===== src/rtl/fpmul_queue_wrapper.sv =====
// Queued, memory-mapped front end for a multi-cycle single-precision multiplier.
// Command and result FIFOs decouple the host bus from the FPMUL sequencer.

module fpmul_core #(
  parameter int LAT = 4
) (
  input  logic        clk,
  input  logic        rst,
  input  logic        start,
  input  logic [31:0] a,
  input  logic [31:0] b,
  output logic [31:0] p,
  output logic [5:0]  flags,
  output logic        done
);
  localparam logic [2:0] LAT_C = 3'(LAT);

  logic [31:0] a_q, a_d, b_q, b_d, p_q, p_d;
  logic [5:0]  flags_q, flags_d;
  logic        busy_q, busy_d, done_q, done_d;
  logic [2:0]  cnt_q, cnt_d;

  logic [7:0]  ea, eb;
  logic [22:0] fa, fb, frac_t;
  logic        sign, a_nan, b_nan, a_inf, b_inf, a_zero, b_zero, a_den, b_den;
  logic [47:0] prod;
  logic        norm, g, st, rnd;
  logic [23:0] frac_r;
  logic [9:0]  e_t;
  logic [31:0] mul_p;
  logic [5:0]  mul_f;

  assign ea     = a_q[30:23];
  assign eb     = b_q[30:23];
  assign fa     = a_q[22:0];
  assign fb     = b_q[22:0];
  assign sign   = a_q[31] ^ b_q[31];
  assign a_nan  = (ea == 8'hFF) && (fa != '0);
  assign b_nan  = (eb == 8'hFF) && (fb != '0);
  assign a_inf  = (ea == 8'hFF) && (fa == '0);
  assign b_inf  = (eb == 8'hFF) && (fb == '0);
  assign a_zero = (ea == 8'h00);
  assign b_zero = (eb == 8'h00);
  assign a_den  = a_zero && (fa != '0);
  assign b_den  = b_zero && (fb != '0);

  // Flags {OF,UF,NANF,INFF,DNF,ZF}; denormal inputs flush to zero, rounding is nearest-even.
  // e_t carries a bias of 254 from the two input exponents, so the result field is e_t-127.
  always_comb begin
    prod   = 48'({1'b1, fa}) * 48'({1'b1, fb});
    norm   = prod[47];
    frac_t = norm ? prod[46:24] : prod[45:23];
    g      = norm ? prod[23] : prod[22];
    st     = norm ? |prod[22:0] : |prod[21:0];
    rnd    = g & (st | frac_t[0]);
    frac_r = {1'b0, frac_t} + 24'(rnd);
    e_t    = 10'(ea) + 10'(eb) + 10'(norm) + 10'(frac_r[23]);
    mul_p  = '0;
    mul_f  = '0;
    mul_f[1] = a_den | b_den;
    if (a_nan || b_nan || (a_inf && b_zero) || (b_inf && a_zero)) begin
      mul_p    = 32'h7FC0_0000;
      mul_f[3] = 1'b1;
    end else if (a_inf || b_inf) begin
      mul_p    = {sign, 8'hFF, 23'b0};
      mul_f[2] = 1'b1;
    end else if (a_zero || b_zero) begin
      mul_p    = {sign, 31'b0};
      mul_f[0] = 1'b1;
    end else if (e_t >= 10'd382) begin
      mul_p    = {sign, 8'hFF, 23'b0};
      mul_f[5] = 1'b1;
      mul_f[2] = 1'b1;
    end else if (e_t <= 10'd127) begin
      mul_p    = {sign, 31'b0};
      mul_f[4] = 1'b1;
      mul_f[0] = 1'b1;
    end else begin
      mul_p = {sign, 8'(e_t - 10'd127), frac_r[22:0]};
    end
  end

  always_comb begin
    a_d     = a_q;
    b_d     = b_q;
    busy_d  = busy_q;
    cnt_d   = cnt_q;
    p_d     = p_q;
    flags_d = flags_q;
    done_d  = 1'b0;
    if (start) begin
      a_d    = a;
      b_d    = b;
      busy_d = 1'b1;
      cnt_d  = LAT_C;
    end else if (busy_q) begin
      if (cnt_q == 3'd1) begin
        busy_d  = 1'b0;
        done_d  = 1'b1;
        p_d     = mul_p;
        flags_d = mul_f;
      end else begin
        cnt_d = cnt_q - 3'd1;
      end
    end
  end

  always_ff @(posedge clk or posedge rst) begin
    if (rst) begin
      a_q     <= '0;
      b_q     <= '0;
      busy_q  <= 1'b0;
      cnt_q   <= '0;
      p_q     <= '0;
      flags_q <= '0;
      done_q  <= 1'b0;
    end else begin
      a_q     <= a_d;
      b_q     <= b_d;
      busy_q  <= busy_d;
      cnt_q   <= cnt_d;
      p_q     <= p_d;
      flags_q <= flags_d;
      done_q  <= done_d;
    end
  end

  assign p     = p_q;
  assign flags = flags_q;
  assign done  = done_q;
endmodule

module fpmul_queue_wrapper #(
  parameter int DW    = 32,
  parameter int DEPTH = 4,
  parameter int CNT_W = $clog2(DEPTH) + 1
) (
  input  logic          Clk,
  input  logic          Rst_n,
  input  logic [2:0]    A,
  input  logic          WE,
  input  logic          RE,
  input  logic [DW-1:0] InData,
  output logic [DW-1:0] OutData,
  output logic          irq,
  output logic          done_sig
);
  localparam int PW = $clog2(DEPTH);
  localparam logic [CNT_W-1:0] FULL = CNT_W'(DEPTH);

  typedef enum logic [2:0] {S_IDLE, S_ISSUE, S_WAIT, S_WB, S_DRAIN} state_t;

  state_t            state_q, state_d;
  logic [DW-1:0]     opa_q, opa_d, opb_q, opb_d, res_p_q, res_p_d;
  logic [5:0]        res_f_q, res_f_d;
  logic              irq_en_q, irq_en_d, ovf_q, ovf_d, unf_q, unf_d;
  logic [PW-1:0]     cmd_wr_q, cmd_wr_d, cmd_rd_q, cmd_rd_d;
  logic [PW-1:0]     res_wr_q, res_wr_d, res_rd_q, res_rd_d;
  logic [CNT_W-1:0]  cmd_cnt_q, cmd_cnt_d, res_cnt_q, res_cnt_d;
  logic [2*DW-1:0]   cmd_mem_q [DEPTH];
  logic [DW+5:0]     res_mem_q [DEPTH];

  logic wr_opa, wr_opb, wr_ctrl, rd_pop, flush, err_clr;
  logic cmd_full, res_empty, cmd_push, cmd_pop, res_push, res_pop, busy;
  logic core_start, core_done;
  logic [31:0] core_p;
  logic [5:0]  core_flags;
  logic [2*DW-1:0] cmd_head;
  logic [DW+5:0]   res_head;

  assign wr_opa    = WE && (A == 3'd0);
  assign wr_opb    = WE && (A == 3'd1);
  assign wr_ctrl   = WE && (A == 3'd5);
  assign rd_pop    = RE && (A == 3'd2);
  assign flush     = wr_ctrl && InData[1];
  assign err_clr   = wr_ctrl && InData[0];
  assign cmd_full  = (cmd_cnt_q == FULL);
  assign res_empty = (res_cnt_q == '0);
  assign cmd_push  = wr_opb && !cmd_full && !flush;
  assign res_pop   = rd_pop && !res_empty && !flush;
  assign cmd_head  = cmd_mem_q[cmd_rd_q];
  assign res_head  = res_mem_q[res_rd_q];
  assign busy      = (state_q != S_IDLE) || (cmd_cnt_q != '0);
  assign irq       = irq_en_q && !res_empty;
  assign done_sig  = res_push;

  fpmul_core #(.LAT(4)) u_core (
    .clk   (Clk),
    .rst   (~Rst_n),
    .start (core_start),
    .a     (cmd_head[2*DW-1:DW]),
    .b     (cmd_head[DW-1:0]),
    .p     (core_p),
    .flags (core_flags),
    .done  (core_done)
  );

  // A flush with Done in flight must still swallow that Done, hence DRAIN rather than IDLE.
  always_comb begin
    state_d    = state_q;
    core_start = 1'b0;
    cmd_pop    = 1'b0;
    res_push   = 1'b0;
    res_p_d    = res_p_q;
    res_f_d    = res_f_q;
    case (state_q)
      S_IDLE: begin
        if ((cmd_cnt_q != '0) && (res_cnt_q != FULL) && !flush) state_d = S_ISSUE;
      end
      S_ISSUE: begin
        core_start = 1'b1;
        cmd_pop    = !flush;
        state_d    = flush ? S_DRAIN : S_WAIT;
      end
      S_WAIT: begin
        if (core_done) begin
          res_p_d = DW'(core_p);
          res_f_d = core_flags;
          state_d = flush ? S_IDLE : S_WB;
        end else if (flush) begin
          state_d = S_DRAIN;
        end
      end
      S_WB: begin
        res_push = !flush;
        state_d  = S_IDLE;
      end
      S_DRAIN: begin
        if (core_done) state_d = S_IDLE;
      end
      default: state_d = S_IDLE;
    endcase
  end

  always_comb begin
    opa_d    = wr_opa ? InData : opa_q;
    opb_d    = wr_opb ? InData : opb_q;
    irq_en_d = wr_ctrl ? InData[2] : irq_en_q;
    ovf_d    = err_clr ? 1'b0 : (ovf_q | (wr_opb && cmd_full));
    unf_d    = err_clr ? 1'b0 : (unf_q | (rd_pop && res_empty));
    if (flush) begin
      cmd_wr_d  = '0;
      cmd_rd_d  = '0;
      cmd_cnt_d = '0;
      res_wr_d  = '0;
      res_rd_d  = '0;
      res_cnt_d = '0;
    end else begin
      cmd_wr_d  = cmd_wr_q + PW'(cmd_push);
      cmd_rd_d  = cmd_rd_q + PW'(cmd_pop);
      cmd_cnt_d = cmd_cnt_q + CNT_W'(cmd_push) - CNT_W'(cmd_pop);
      res_wr_d  = res_wr_q + PW'(res_push);
      res_rd_d  = res_rd_q + PW'(res_pop);
      res_cnt_d = res_cnt_q + CNT_W'(res_push) - CNT_W'(res_pop);
    end
  end

  always_ff @(posedge Clk or negedge Rst_n) begin
    if (!Rst_n) begin
      state_q   <= S_IDLE;
      opa_q     <= '0;
      opb_q     <= '0;
      res_p_q   <= '0;
      res_f_q   <= '0;
      irq_en_q  <= 1'b0;
      ovf_q     <= 1'b0;
      unf_q     <= 1'b0;
      cmd_wr_q  <= '0;
      cmd_rd_q  <= '0;
      cmd_cnt_q <= '0;
      res_wr_q  <= '0;
      res_rd_q  <= '0;
      res_cnt_q <= '0;
    end else begin
      state_q   <= state_d;
      opa_q     <= opa_d;
      opb_q     <= opb_d;
      res_p_q   <= res_p_d;
      res_f_q   <= res_f_d;
      irq_en_q  <= irq_en_d;
      ovf_q     <= ovf_d;
      unf_q     <= unf_d;
      cmd_wr_q  <= cmd_wr_d;
      cmd_rd_q  <= cmd_rd_d;
      cmd_cnt_q <= cmd_cnt_d;
      res_wr_q  <= res_wr_d;
      res_rd_q  <= res_rd_d;
      res_cnt_q <= res_cnt_d;
    end
  end

  always_ff @(posedge Clk) begin
    if (cmd_push) cmd_mem_q[cmd_wr_q] <= {opa_q, InData};
    if (res_push) res_mem_q[res_wr_q] <= {res_p_q, res_f_q};
  end

  always_comb begin
    OutData = '0;
    case (A)
      3'd0: OutData = opa_q;
      3'd1: OutData = opb_q;
      3'd2: if (!res_empty) OutData = res_head[DW+5:6];
      3'd3: if (!res_empty) OutData = DW'(res_head[5:0]);
      3'd4: OutData = DW'({8'b0, 8'(cmd_cnt_q), 8'(res_cnt_q), 3'b0,
                           irq_en_q, busy, cmd_full, ovf_q, unf_q});
      3'd5: OutData = DW'({irq_en_q, 2'b0});
      default: OutData = '0;
    endcase
  end
endmodule


===== config.mk =====
export PLATFORM = sky130hd
export DESIGN_NAME = fpmul_queue_wrapper
export DESIGN_NICKNAME = d
export VERILOG_FILES = /design/src/rtl/fpmul_queue_wrapper.sv
export SDC_FILE = /design/constraint.sdc
export NUM_CORES = 2
export LEC_CHECK = 0
export CAP_MARGIN = 40
export CORE_ASPECT_RATIO = 0.5
export CORE_MARGIN = 3
export CORE_UTILIZATION = 55
export DETAILED_ROUTE_END_ITERATION = 8
export PLACE_DENSITY_LB_ADDON = 0.08
export SYNTH_ARGS = -nofsm -noshare
export SYNTH_HDL_FRONTEND = slang
export SYNTH_SLANG_ARGS = --single-unit

===== constraint.sdc =====
create_clock -name Clk -period 32.8 [get_ports Clk]
set_input_delay 3.28 -clock Clk [delete_from_list [all_inputs] [get_ports Clk]]
set_output_delay 3.28 -clock Clk [all_outputs]
set_load 0.005 [all_outputs]

==> results.sh <==
export IMPL_worst_hold_startpoint="u_core.a_q[15]$_DFFE_PN0P_"
export IMPL_cts_buffers_inserted=57
export IMPL_final_min_clock_period_ps=13190
export IMPL_ant_nets=0
export IMPL_worstHoldPathCells=2
export IMPL_ys_ff_latch=637
export IMPL_dr_total_vias=29700
export IMPL_synthesis_area_per_instance_um2=11.5
export IMPL_cp_buffers_inverters=11
export IMPL_maxCapViolations=0
export IMPL_setup_reg_to_reg_worst_slack_ps=19610
export IMPL_clk_pin_slew_ps=80
export IMPL_place_hpwl_um=88200
export IMPL_routed_met1_length_um=52400
export IMPL_grt_antenna_before_repair=2
export IMPL_rsz_0062_raised_after_global_routing="false"
export IMPL_start_util_pct=56.4
export IMPL_max_freq_ghz=0.0758
export IMPL_start_kind="flop"
export IMPL_detail_route_wirelength_um=122000
export IMPL_clk_latency_ps=650
export IMPL_globalRouteTotalUtil_pct=28.9
export IMPL_drtIter0Drc=2709
export IMPL_htree_levels=2
export IMPL_timing_critical_path_max_delay_family="adder cells"
export IMPL_overflow_left_after_global_routing=0
export IMPL_synth_enable_flop_cells=408
export IMPL_routabilityCongestion=0.934
export IMPL_global_route_wire_length_before_repair_um=188000
export IMPL_die_width_um=413
export IMPL_route_detailed_drc=0
export IMPL_synthArstFlopShare_pct=35.9
export IMPL_die_y_um=209
export IMPL_worst_path_max_delay_cell="dfrtp_1"
export IMPL_post_route_setup_tns_ps=0
export IMPL_yosysWarningCount=0
export IMPL_hold_path_class="flop to flop"
export IMPL_rows=73
export IMPL_cts_hold_buffers_added=0
export IMPL_period_share_pct=40.2
export IMPL_cp_arrival_ps=13750
export IMPL_post_cts_repair_setup_buffers=0
export IMPL_first_global_vias=30600
export IMPL_cts_repair_resized=0
export IMPL_max_slew_margin_pct=33.5
export IMPL_cts_root_to_sink_buffers=3
export IMPL_port_buffers=72
export IMPL_cts_sink_count=637
export IMPL_timing_critical_path_to_type="flop"
export IMPL_cts_tree="done"
export IMPL_final_nets=4682
export IMPL_crit_required_ps=33360
export IMPL_dr_wl_met2_um=56200
export IMPL_timing_clock_skew_ps=58.5
export IMPL_layout_cells_most_common_list="inv_1, nand2_1, fa_1, edfxtp_1, and2_1"
export IMPL_final_max_slew_violation_count=0
export IMPL_ff2ff_path_depth=41
export IMPL_top_layer_used="met4"
export IMPL_ios=73
export IMPL_synth_cells=3949
export IMPL_avgViaCountPerCell=5.83
export IMPL_design_core_area_um2=80700
export IMPL_worst_slew_pin_slew_ps=997
export IMPL_drt_pass1_iterations=8
export IMPL_hold_end="u_core.a_q[15]$_DFFE_PN0P_"
export IMPL_detail_route_wl_per_cell_um=23.9
export IMPL_synthDistinctLibCells=93
export IMPL_synth_area_um2=45500
export IMPL_final_common_cell="inv_1"
export IMPL_wl_met3_um=9260
export IMPL_synthesis_nets=4669
export IMPL_synth_main_ff_cell="edfxtp_1"
export IMPL_worstReg2RegEnd="u_core.p[7]$_DFFE_PN0P_"
export IMPL_timing_critical_path_mode_cell="inv_1"
export IMPL_status="complete, no violations"
export IMPL_root_buffer="clkbuf_16"
export IMPL_setup_violations=0
export IMPL_fraction_of_layout_cells_with_a_size_suffix_above_1_pct=10.6
export IMPL_timing_critical_path_fanout_max=35
export IMPL_synth_yosys_seq_area_share_pct=39.5
export IMPL_reg2reg_from="u_core.b_q[8]$_DFFE_PN0P_"
export IMPL_pin_count_of_the_biggest_net_entering_global_routing=106
export IMPL_critical_path_class="flop to flop"
export IMPL_area_growth_syn_to_layout_pct=9.59
export IMPL_timing_critical_path_slowest_cell_delay_ps=790
export IMPL_dieArea_um2=86400
export IMPL_final_hold_violation_count=0
==> cells in the mapped netlist (13+ instances only) <==
cell,instances,area share [%]
a211oi_1,14,0.23
o21ai_0,89,0.98
a21oi_1,87,0.96
a222oi_1,20,0.44
edfxtp_1,408,27
nand3_1,28,0.31
buf_2,13,0.14
ha_1,195,5.4
fa_1,486,21
and2_1,271,3.7
inv_1,660,5.4
clkbuf_1,162,1.3
mux4_2,102,5.0
mux2_2,104,2.6
buf_1,14,0.12
nor2_1,134,1.1
dfrtp_1,229,13
nor3_1,37,0.41
nor4_1,19,0.26
a31oi_1,15,0.21
a21o_1,18,0.30
nand4_1,20,0.27
xnor2_1,49,0.94
nand2_1,539,4.4
o211ai_1,13,0.21
xor2_1,27,0.52
mux2i_1,22,0.48
==> tightest hold or removal path: stages, from the launching register on <==
cell	delay, ps
dfrtp_1	340
nand2_1	50
nand2_1	50
==> sequential cells by signal (all words and copies together) (netlist names), 2 cells and up <==
signal	count
res_p_q	32
res_mem_q	152
cmd_rd_q	2
res_wr_q	2
opb_q	32
cmd_cnt_q	3
cmd_mem_q	256
opa_q	32
res_rd_q	2
u_core.flags	6
u_core.b_q	32
cmd_wr_q	2
state_q	3
u_core.a_q	32
u_core.p	32
u_core.cnt_q	3
res_cnt_q	3
res_f_q	6
==> logic make-up (layout without fill, tap and decap cells) <==
group / Yosys count / in the layout / share of synthesized area (%)
AOI/OAI and AO/OA: 355 / 355 / 5.25
xor gates and xnor gates: 78 / 78 / 1.55
and+or+nand+nor: 1116 / 1116 / 11.8
buffers and inverters: 854 / 916 / 7.08
DFF: 637 / 637 / 39.5
muxes: 228 / 228 / 8.10
other: 0 / 2 / 0
adders and majority gates: 681 / 681 / 26.7
==> layer usage <==
layer	GRT usage [%]	up-vias
met2	44.8	1094
met4	8.98	0
met5	0	-
li1	-	13000
met3	4.73	188
met1	42.2	15500
==> area by class of cell <==
type,count,area [um^2]
inverter,664,2490
multi-input combinational,2458,24400
fill,6404,30800
clock inverter,30,430
clock buffer,78,1630
timing repair buffer,144,1590
antenna,2,5.00
sequential,637,18000
tap,1087,1360
==> per-stage QoR <==
| stage | setup WS, ps | hold WS (ps) | cells | utilization [%] | cell area [um^2] |
|---|---|---|---|---|---|
| after floorplan | 22520 | 438 | 3949 | - | 45500 |
| after global placement | 20040 | 459 | 4964 | 58.6 | 47300 |
| after detailed placement | 19830 | 464 | 4989 | 59.3 | 47800 |
| after CTS | 19770 | 480 | 5097 | 61.8 | 49900 |
| after global routing | 18910 | 499 | 5099 | 61.8 | 49900 |
| final | 19610 | 476 | 5100 | 61.8 | 49900 |
==> worst max path at each step <==
stage,startpoint,endpoint,depth (start not counted)
finish,u_core.b_q[8]$_DFFE_PN0P_,u_core.p[7]$_DFFE_PN0P_,41
global placement,u_core.b_q[0]$_DFFE_PN0P_,u_core.p[7]$_DFFE_PN0P_,39
global route,u_core.a_q[8]$_DFFE_PN0P_,u_core.p[7]$_DFFE_PN0P_,41
floorplan,u_core.b_q[4]$_DFFE_PN0P_,u_core.p[7]$_DFFE_PN0P_,43
detailed placement,u_core.a_q[8]$_DFFE_PN0P_,u_core.p[7]$_DFFE_PN0P_,41
CTS,u_core.a_q[8]$_DFFE_PN0P_,u_core.p[7]$_DFFE_PN0P_,41
Power is left out: the tool's default activity adds up to more than one toggle a clock period on the data nets, which glitch-free logic cannot reach.
